### config.mk
export PLATFORM = sky130hd
export DESIGN_NAME = scan_chain_seq_flat
export DESIGN_NICKNAME = d
export VERILOG_FILES = /design/src/rtl/scan_chain_seq_pkg.sv /design/src/rtl/scan_chain_seq_if.sv /design/src/rtl/scan_chain_seq_cnt.sv /design/src/rtl/scan_chain_seq.sv /design/src/flat_wrapper.sv
export SDC_FILE = /design/constraint.sdc
export NUM_CORES = 1
export LEC_CHECK = 0
export BUFFER_PORTS_ARGS = -buffer_cell sky130_fd_sc_hd__buf_2
export CAP_MARGIN = 20
export CORE_ASPECT_RATIO = 0.9
export CORE_MARGIN = 1.5
export CORE_UTILIZATION = 26
export DETAILED_ROUTE_END_ITERATION = 7
export GPL_ROUTABILITY_DRIVEN = 0
export PLACE_DENSITY = 0.5
export SLEW_MARGIN = 0
export SYNTH_ARGS = -nofsm -noshare
export SYNTH_HDL_FRONTEND = slang
export SYNTH_HIERARCHICAL = 1
export SYNTH_SLANG_ARGS = --single-unit
### constraint.sdc
create_clock -name clk -period 3.2 [get_ports clk]
set_input_delay 0.16 -clock clk [delete_from_list [all_inputs] [get_ports clk]]
set_output_delay 0.16 -clock clk [all_outputs]
set_load 0.01 [all_outputs]
### src/rtl/scan_chain_seq_pkg.sv
// Shared types and defaults for the scan-chain sequencer.
// No logic; latency and backpressure are defined by the modules that import it.
package scan_seq_pkg;

  typedef enum logic [2:0] {
    ST_IDLE,
    ST_PRESET,
    ST_LOAD,
    ST_SHIFT,
    ST_CAPTURE,
    ST_DRAIN
  } state_t;

  localparam int CHAIN_LEN_DEF  = 16;
  localparam int CNT_W_DEF      = 5;
  localparam int NPAT_W_DEF     = 8;
  localparam int PRESET_CYC_DEF = 2;

  // Bits needed to count 0..n-1, never less than one.
  function automatic int cnt_width(input int n);
    return (n <= 2) ? 1 : $clog2(n);
  endfunction

endpackage

### src/rtl/scan_chain_seq_if.sv
// Host-side serial load/unload streams; each bit moves on valid & ready in one cycle.
// Backpressure: si_ready/so_valid may depend combinationally on the opposite stream.
interface scan_chain_seq_if;

  logic si_valid;
  logic si_data;
  logic si_ready;
  logic so_valid;
  logic so_data;
  logic so_ready;

  modport master (
    output si_valid, si_data, so_ready,
    input  si_ready, so_valid, so_data
  );

  modport slave (
    input  si_valid, si_data, so_ready,
    output si_ready, so_valid, so_data
  );

endinterface

### src/rtl/scan_chain_seq_cnt.sv
// Wrapping up-counter with terminal flag; at_term is combinational from the count register.
// inc is a plain enable (no backpressure); clr wins over inc and returns the count to zero.
module scan_seq_cnt
  import scan_seq_pkg::*;
#(
  parameter int W = 4
) (
  input  logic         clk,
  input  logic         rst,
  input  logic         clr,
  input  logic         inc,
  input  logic [W-1:0] term,
  output logic         at_term
);

  logic [W-1:0] cnt;

  assign at_term = (cnt == term);

  always_ff @(posedge clk or posedge rst) begin
    if (rst) begin
      cnt <= '0;
    end else if (clr) begin
      cnt <= '0;
    end else if (inc) begin
      cnt <= at_term ? '0 : cnt + 1'b1;
    end
  end

endmodule

### src/rtl/scan_chain_seq.sv
// Scan-chain sequencer: preset, serial load, one-cycle capture, overlapped unload; one bit per step cycle.
// Backpressure: any missing valid/ready on the active stream drops scan_clk_en so the chain holds.
module scan_chain_seq
  import scan_seq_pkg::*;
#(
  parameter int CHAIN_LEN  = CHAIN_LEN_DEF,
  parameter int CNT_W      = CNT_W_DEF,
  parameter int NPAT_W     = NPAT_W_DEF,
  parameter int PRESET_CYC = PRESET_CYC_DEF
) (
  input  logic              clk,
  input  logic              rst,
  input  logic              start,
  input  logic              preset,
  input  logic [NPAT_W-1:0] npat,
  input  logic              abort,
  scan_chain_seq_if.slave   host,
  input  logic              scan_so,
  output logic              scan_se,
  output logic              scan_si,
  output logic              scan_clk_en,
  output logic              scan_setn,
  output logic              busy,
  output logic              done
);

  localparam int PRE_W = cnt_width(PRESET_CYC);
  localparam logic [CNT_W-1:0] BIT_LAST = CNT_W'(CHAIN_LEN - 1);
  localparam logic [PRE_W-1:0] PRE_LAST = PRE_W'(PRESET_CYC - 1);

  state_t            state;
  state_t            state_nxt;
  logic [NPAT_W-1:0] npat_q;
  logic              done_nxt;
  logic              bit_step;
  logic              bit_last;
  logic              pat_last;
  logic              pre_last;
  logic              cnt_clr;

  assign cnt_clr      = abort || (state == ST_IDLE);
  assign host.so_data = scan_so;

  scan_seq_cnt #(.W(CNT_W)) u_bit_cnt (
    .clk     (clk),
    .rst     (rst),
    .clr     (cnt_clr),
    .inc     (bit_step),
    .term    (BIT_LAST),
    .at_term (bit_last)
  );

  // Only consulted in CAPTURE, which is unreachable with npat_q == 0.
  scan_seq_cnt #(.W(NPAT_W)) u_pat_cnt (
    .clk     (clk),
    .rst     (rst),
    .clr     (cnt_clr),
    .inc     (state == ST_CAPTURE),
    .term    (npat_q - 1'b1),
    .at_term (pat_last)
  );

  scan_seq_cnt #(.W(PRE_W)) u_pre_tmr (
    .clk     (clk),
    .rst     (rst),
    .clr     (cnt_clr),
    .inc     (state == ST_PRESET),
    .term    (PRE_LAST),
    .at_term (pre_last)
  );

  always_ff @(posedge clk or posedge rst) begin
    if (rst) begin
      state <= ST_IDLE;
    end else begin
      state <= state_nxt;
    end
  end

  always_comb begin
    state_nxt     = state;
    done_nxt      = 1'b0;
    bit_step      = 1'b0;
    host.si_ready = 1'b0;
    host.so_valid = 1'b0;
    scan_si       = 1'b0;
    scan_clk_en   = 1'b0;
    case (state)
      ST_IDLE: begin
        if (start) begin
          if (preset)          state_nxt = ST_PRESET;
          else if (npat != '0) state_nxt = ST_LOAD;
          else                 done_nxt  = 1'b1;
        end
      end
      ST_PRESET: begin
        if (pre_last) begin
          if (npat_q != '0) begin
            state_nxt = ST_LOAD;
          end else begin
            state_nxt = ST_IDLE;
            done_nxt  = 1'b1;
          end
        end
      end
      ST_LOAD: begin
        host.si_ready = 1'b1;
        bit_step      = host.si_valid;
        if (bit_step) begin
          scan_clk_en = 1'b1;
          scan_si     = host.si_data;
          if (bit_last) state_nxt = ST_CAPTURE;
        end
      end
      ST_SHIFT: begin
        // Unload bit leaves on the same edge the load bit enters, so both sides must agree.
        host.si_ready = host.so_ready;
        host.so_valid = host.si_valid;
        bit_step      = host.si_valid && host.so_ready;
        if (bit_step) begin
          scan_clk_en = 1'b1;
          scan_si     = host.si_data;
          if (bit_last) state_nxt = ST_CAPTURE;
        end
      end
      ST_CAPTURE: begin
        scan_clk_en = 1'b1;
        state_nxt   = pat_last ? ST_DRAIN : ST_SHIFT;
      end
      ST_DRAIN: begin
        host.so_valid = 1'b1;
        bit_step      = host.so_ready;
        if (bit_step) begin
          scan_clk_en = 1'b1;
          if (bit_last) begin
            state_nxt = ST_IDLE;
            done_nxt  = 1'b1;
          end
        end
      end
      default: state_nxt = ST_IDLE;
    endcase
    // Abort freezes the chain in its current cycle and refuses both streams.
    if (abort) begin
      state_nxt     = ST_IDLE;
      done_nxt      = 1'b0;
      bit_step      = 1'b0;
      host.si_ready = 1'b0;
      host.so_valid = 1'b0;
      scan_si       = 1'b0;
      scan_clk_en   = 1'b0;
    end
  end

  always_ff @(posedge clk or posedge rst) begin
    if (rst) begin
      npat_q    <= '0;
      scan_se   <= 1'b0;
      scan_setn <= 1'b1;
      busy      <= 1'b0;
      done      <= 1'b0;
    end else begin
      if (state == ST_IDLE && start && !abort) npat_q <= npat;
      scan_se   <= (state_nxt == ST_LOAD) || (state_nxt == ST_SHIFT) || (state_nxt == ST_DRAIN);
      scan_setn <= (state_nxt != ST_PRESET);
      busy      <= (state_nxt != ST_IDLE);
      done      <= done_nxt;
    end
  end

endmodule
### src/flat_wrapper.sv
// flat-port wrapper written by rule: the top's interface ports become plain ports
module scan_chain_seq_flat import scan_seq_pkg::*;
#(
  parameter int CHAIN_LEN  = CHAIN_LEN_DEF,
  parameter int CNT_W      = CNT_W_DEF,
  parameter int NPAT_W     = NPAT_W_DEF,
  parameter int PRESET_CYC = PRESET_CYC_DEF
)
  (clk, rst, start, preset, npat, abort, scan_so, scan_se, scan_si, scan_clk_en, scan_setn, busy, done, host_si_valid, host_si_data, host_so_ready, host_si_ready, host_so_valid, host_so_data);
  scan_chain_seq_if host_i ();
  input  logic clk;
  input  logic rst;
  input  logic start;
  input  logic preset;
  input  logic [NPAT_W-1:0] npat;
  input  logic abort;
  input  logic scan_so;
  output logic scan_se;
  output logic scan_si;
  output logic scan_clk_en;
  output logic scan_setn;
  output logic busy;
  output logic done;
  input wire logic [$bits(host_i.si_valid)-1:0] host_si_valid;
  input wire logic [$bits(host_i.si_data)-1:0] host_si_data;
  input wire logic [$bits(host_i.so_ready)-1:0] host_so_ready;
  output wire logic [$bits(host_i.si_ready)-1:0] host_si_ready;
  output wire logic [$bits(host_i.so_valid)-1:0] host_so_valid;
  output wire logic [$bits(host_i.so_data)-1:0] host_so_data;
  assign host_i.si_valid = host_si_valid;
  assign host_i.si_data = host_si_data;
  assign host_i.so_ready = host_so_ready;
  assign host_si_ready = host_i.si_ready;
  assign host_so_valid = host_i.so_valid;
  assign host_so_data = host_i.so_data;
  scan_chain_seq #(.CHAIN_LEN(CHAIN_LEN), .CNT_W(CNT_W), .NPAT_W(NPAT_W), .PRESET_CYC(PRESET_CYC)) u_core (.clk(clk), .rst(rst), .start(start), .preset(preset), .npat(npat), .abort(abort), .host(host_i), .scan_so(scan_so), .scan_se(scan_se), .scan_si(scan_si), .scan_clk_en(scan_clk_en), .scan_setn(scan_setn), .busy(busy), .done(done));
endmodule
### Yosys cells after proc, flatten, opt, wreduce, memory -nomap -nowiden

Index checks and enable logic that the tools add are counted.
Widths: inputs -> output; s select.

* bits in registers: 29
* input bits: 17

* add/sub/neg operators: 4
* eq/ne operators: 11
* muxes and demuxes: 46
* reductions and logical operators: 14

Operators with widths (number)
* $mux 3: 11
* $mux 8: 3
* $mux 1: 21
* $pmux 3 s6: 1
* $reduce_bool 8->1: 2
* $mux 5: 3
* $eq 3x2->1 const B: 4
* $eq 3x3->1 const B: 3
* $add 8x1->8 const B: 1
* $eq 8x8->1: 1
* $sub 8x1->8 const B: 1
* $pmux 1 s2: 3
* $pmux 1 s3: 2
* $reduce_bool 2->1: 3
* $add 5x1->5 const B: 1
* $eq 5x4->1 const B: 1
* $pmux 1 s4: 1
* $eq 3x1->1 const B: 1
* $logic_and 1x1->1: 3
* $logic_not 3->1: 1
* $logic_or 1x1->1: 3
* $ne 3x1->1 const B: 1
* $reduce_bool 3->1: 1
* $mux 2: 1
* 2 further kinds: 2

### Longest topological paths before layout

* depth after elaboration: 9
* gate-level depth with buffers: 11
* mapped depth without buffers: 11

### Cells and area by module

Netlist, hierarchy kept.

Modules (own cells, without submodules)
* scan_chain_seq: times used 1, cells each 110, area each 1013.5 µm², sequential area each 376.6 µm²
* scan_seq_cnt at u_core.u_pat_cnt: times used 1, cells each 51, area each 541.8 µm², sequential area each 200.2 µm²
* scan_seq_cnt at u_core.u_bit_cnt: times used 1, cells each 41, area each 390.4 µm², sequential area each 125.1 µm²
* scan_seq_cnt at u_core.u_pre_tmr: times used 1, cells each 6, area each 58.8 µm², sequential area each 25.0 µm²

### Least setup slack after synthesis

No wires, ideal clock.

* path type: reg-to-reg
* start point: register u_core.npat_q[2]
* end point: register u_core.scan_se
* setup time: 0.143 ns
* arrival time: 2.115 ns
* required time: 3.057 ns
* slack: 0.942 ns
* stages on the path, launching flop included: 10
* cells stage by stage: dfrtp_1 -> nor3_1 -> nor3b_1 -> xor2_1 -> xnor2_1 -> nand4_1 -> nor2_1 -> nor3_1 -> a211oi_1 -> a31oi_1

* cells in the longest elaborated chain, start to end: 8
* elaborated cells on any way between the ends: 13

Ends and longest elaborated chain
* start: declaration: RTL line scan_chain_seq.sv:33 `logic [NPAT_W-1:0] npat_q;`
* start signal: assignment: RTL line scan_chain_seq.sv:163 `if (state == ST_IDLE && start && !abort) npat_q <= npat;`
* $sub 8x1->8 (*): RTL line scan_chain_seq.sv:59 `.term (npat_q - 1'b1),`
* $eq 8x8->1 (*): RTL line scan_chain_seq_cnt.sv:18 `assign at_term = (cnt == term);`
* via u_core.pat_last: RTL line scan_chain_seq.sv:37 `logic pat_last;`
* $mux 3 (*): RTL line scan_chain_seq.sv:128 `state_nxt = pat_last ? ST_DRAIN : ST_SHIFT;`
* $pmux 3 s6 (*): RTL line scan_chain_seq.sv:88 `case (state)`
* $mux 3 (*): RTL line scan_chain_seq.sv:144 `if (abort) begin`
* $eq 3x2->1: RTL line scan_chain_seq.sv:164 `scan_se <= (state_nxt == ST_LOAD) || (state_nxt == ST_SHIFT) || (state_nxt == ST_DRAIN);`
* $logic_or 1x1->1: RTL line scan_chain_seq.sv:164
* $logic_or 1x1->1 (*): RTL line scan_chain_seq.sv:164
* end signal: assignment: RTL line scan_chain_seq.sv:164
* end: declaration: RTL line scan_chain_seq.sv:19 `output logic scan_se,`

Mark *: on every way through the listed nets, which the timed path passes. The rest lies on a longest branch.
A chain may end at the register's enable or synchronous reset.

### Worst setup path in the final report

Same ends and word-level chain as after synthesis.

==> flow_metrics.tcl <==
set metrics [dict create \
    status "completed" \
    clockBufferDepth 2 \
    grt_pass1_wl_um 7486 \
    syn_to_final_growth_pct 15.23 \
    synth-edff-count 0 \
    cts_sinks 29 \
    crit_type "reg -> reg" \
    ys_warn_count 6 \
    p_clk_frac 0.332 \
    diodes 0 \
    power_switching_uw 301.8 \
    synth-main-ff-cell "dfrtp_1" \
    required_ns 3.34 \
    root_buffer "clkbuf_8" \
    cts_resized 0 \
    layout.nets 260 \
    final_area_um2 2310 \
    htree_levels 2 \
    fin_crit_sh 0.8043 \
    hold_viol_final 0 \
    synth_top_family_by_area "simple AND/OR/NAND/NOR gates" \
    clock_skew_ns 0.004030 \
    p_seq_frac 0.438 \
    synthTopCellsByArea "dfrtp_1 35%, xnor2_1 5.2%, xor2_1 5.2%" \
    io_buffers 23 \
    dieWidth_um 95.55 \
    period_needed_ns 2.574 \
    grt.total_usage 0.1166 \
    synthAdderAreaFrac 0.04370 \
    ys_async_sr_fraction 1.000 \
    ys_ff_latch 29 \
    max_slew_margin 0.5037 \
    critical_path.endpoint_type "flip-flop" \
    placed_area_um2 2198 \
    hold-worst-slack_ns 0.1167 \
    vias 1594 \
    yosys-mux-area-fraction 0.04869 \
    num_rows 30 \
    core_area_um2 7507 \
    cts_buffers 5 \
    pre_cts_slack_ns 0.6132 \
    power_density_nw_per_um2 434.2 \
    worst_pin_slew_ns 0.7429 \
    clkTransAtPathRegs_ns 0.06 \
    maxSlewViolCount 0 \
    syn-cell-area_um2 2004 \
    drt_iter0_markers 79 \
    rsz0062_at_grt "false" \
    grt_pass1_vias 1557 \
    start_kind "flip-flop" \
    max-vdd-ir-drop_mv 0.1658 \
    syn-mean-instance-area_um2 9.637 \
    viasPerCell 4.787 \
    path_max_fanout 5 \
    wirelength_um 4337 \
    comb_power_share 0.229 \
    wl_per_cell_um 13.02 \
    synthXorXnorAreaFrac 0.1130 \
    swShare 0.3010 \
    yosys.area.top_type_share 0.3496 \
    syn_inst 208 \
    drcViolationCount 0 \
    hpwl_um 3207 \
    drtAntennaViolNets 0 \
    yosys.area.top_type "dfrtp_1" \
    die_h_um 86.30 \
    cell_internal_pwr_uw 701.0 \
    ys_types 56 \
    cap_viol_max_count 0 \
    synth_compound_area_frac 0.1255 \
    cts_tree "done" \
    max_freq_ghz 0.3885 \
    antenna_found_initial 0 \
    ios 26 \
    firstDrtPassIters 4 \
    clkLatencyLatePin_ns 0.28 \
    power_leakage_nw 0.9923 \
    ys_seq_area_frac 0.3627 \
    hold_path.class "in -> reg" \
    grt_max_degree 24 \
    grt_overflow 0 \
    die_area_um2 8245 \
    worst_slack_ns 0.6262 \
    setup_viol 0 \
    total_power_mw 1.003 \
    drive_gt1_frac 0.2110 \
    tns_ns 0 \
    start_util 0.2670 \
    worstPathArrival_ns 2.71 \
    synthSimpleGateAreaFrac 0.2447 \
]
final timing paths:
path	endpoint	cells past startpoint	start	slack, ns
worst max-delay path	u_core/scan_se	9	u_core/npat_q[2]	0.63
worst min register to register	u_core/u_pre_tmr/cnt	2	u_core/u_pre_tmr/cnt	0.52
min in group asynchronous	u_core/u_pre_tmr/cnt	3	rst	0.30
worst max register to register	u_core/scan_se	9	u_core/npat_q[2]	0.63
max in group asynchronous	u_core/busy	3	rst	2.23
worst min-delay path	u_core/npat_q[0]	3	npat[0]	0.12
logic make-up (layout without fill, tap and decap cells):
logic type,Yosys count,after routing
compound gates,35,35
other cells,2,6
fa+ha+maj,7,7
flops,29,29
simple gates,78,78
xor+xnor,25,25
mux,9,9
buf+inv,23,48
synthesized netlist by cell type, types with 3 or more instances:
master	number
nand2b_1	4
o21ai_0	6
nor3_1	9
and3_1	3
a31oi_1	4
mux2i_1	3
ha_1	7
nand4_1	6
xor2_1	12
xnor2_1	12
o2111ai_1	3
nor3b_1	4
inv_1	16
mux2_2	6
nand3_1	6
dfrtp_1	28
nor3_2	3
nand2_1	11
a21oi_1	4
a311oi_1	3
nor2_1	11
cell type report:
cell class / instances / area, µm²
repair buffers: 24 / 125.1
clock inverters: 1 / 5.005
fillers: 805 / 5197
flip-flops and latches: 29 / 726.9
multi-input cells: 160 / 1176
inverters: 16 / 60.06
clock buffers: 7 / 96.34
well taps: 96 / 120.1
critical path, cell delays in order, from the launching register on:
cell	delay, ns
dfrtp_1	0.43
nor3_1	0.29
nor3b_1	0.26
xor2_1	0.21
xnor2_1	0.14
nand4_1	0.17
nor2_1	0.27
nor3_1	0.09
a211oi_1	0.42
a31oi_1	0.15
through the flow:
step                      instances    util
after floorplan                 212       -
after global placement          324  0.2928
after detailed placement        324  0.2928
after CTS                       333  0.3077
after global routing            333  0.3077
final                           333  0.3077
power groups by stage:
stage / sequential [mW] / combinational, mW / clock (mW)
2_1_floorplan: 0.436 / 0.186 / 0
3_3_place_gp: 0.446 / 0.228 / 0
3_5_place_dp: 0.447 / 0.232 / 0
4_1_cts: 0.440 / 0.234 / 0.347
5_1_grt: 0.447 / 0.262 / 0.365
6_report: 0.439 / 0.230 / 0.333
repair_timing:
action	CTS	global route
endpoints found under the hold margin	23	0
hold buffers	1	0
buffers inserted	0	0
cell usage in the layout, fill, tap and decap left out, drive strengths merged, types with 7 or more instances in the layout:
cell | synthesis | layout
buf | 4 | 23
xor2 | 13 | 13
xnor2 | 12 | 12
nor3 | 13 | 13
inv | 16 | 16
nand2 | 11 | 11
ha | 7 | 7
nor2 | 13 | 13
clkbuf | 3 | 7
dfrtp | 28 | 28
state kept, by name, summed over array words and instances, names as in the netlist:
register / flops
u_core/u_bit_cnt/cnt: 5
u_core/u_pat_cnt/cnt: 8
u_core/npat_q: 8
u_core/u_pre_tmr/cnt: 1
u_core/scan_setn: 1
u_core/done: 1
u_core/state: 3
u_core/scan_se: 1
u_core/busy: 1
routing by layer:
layer,wire (µm),vias up,track usage
li1,-,803,-
met1,2299,756,0.1703
met2,1806,33,0.1690
met3,209,2,0.03246
met4,22,0,0.02807
met5,0,-,0
Note: power is estimated with default switching activity, not from simulation.
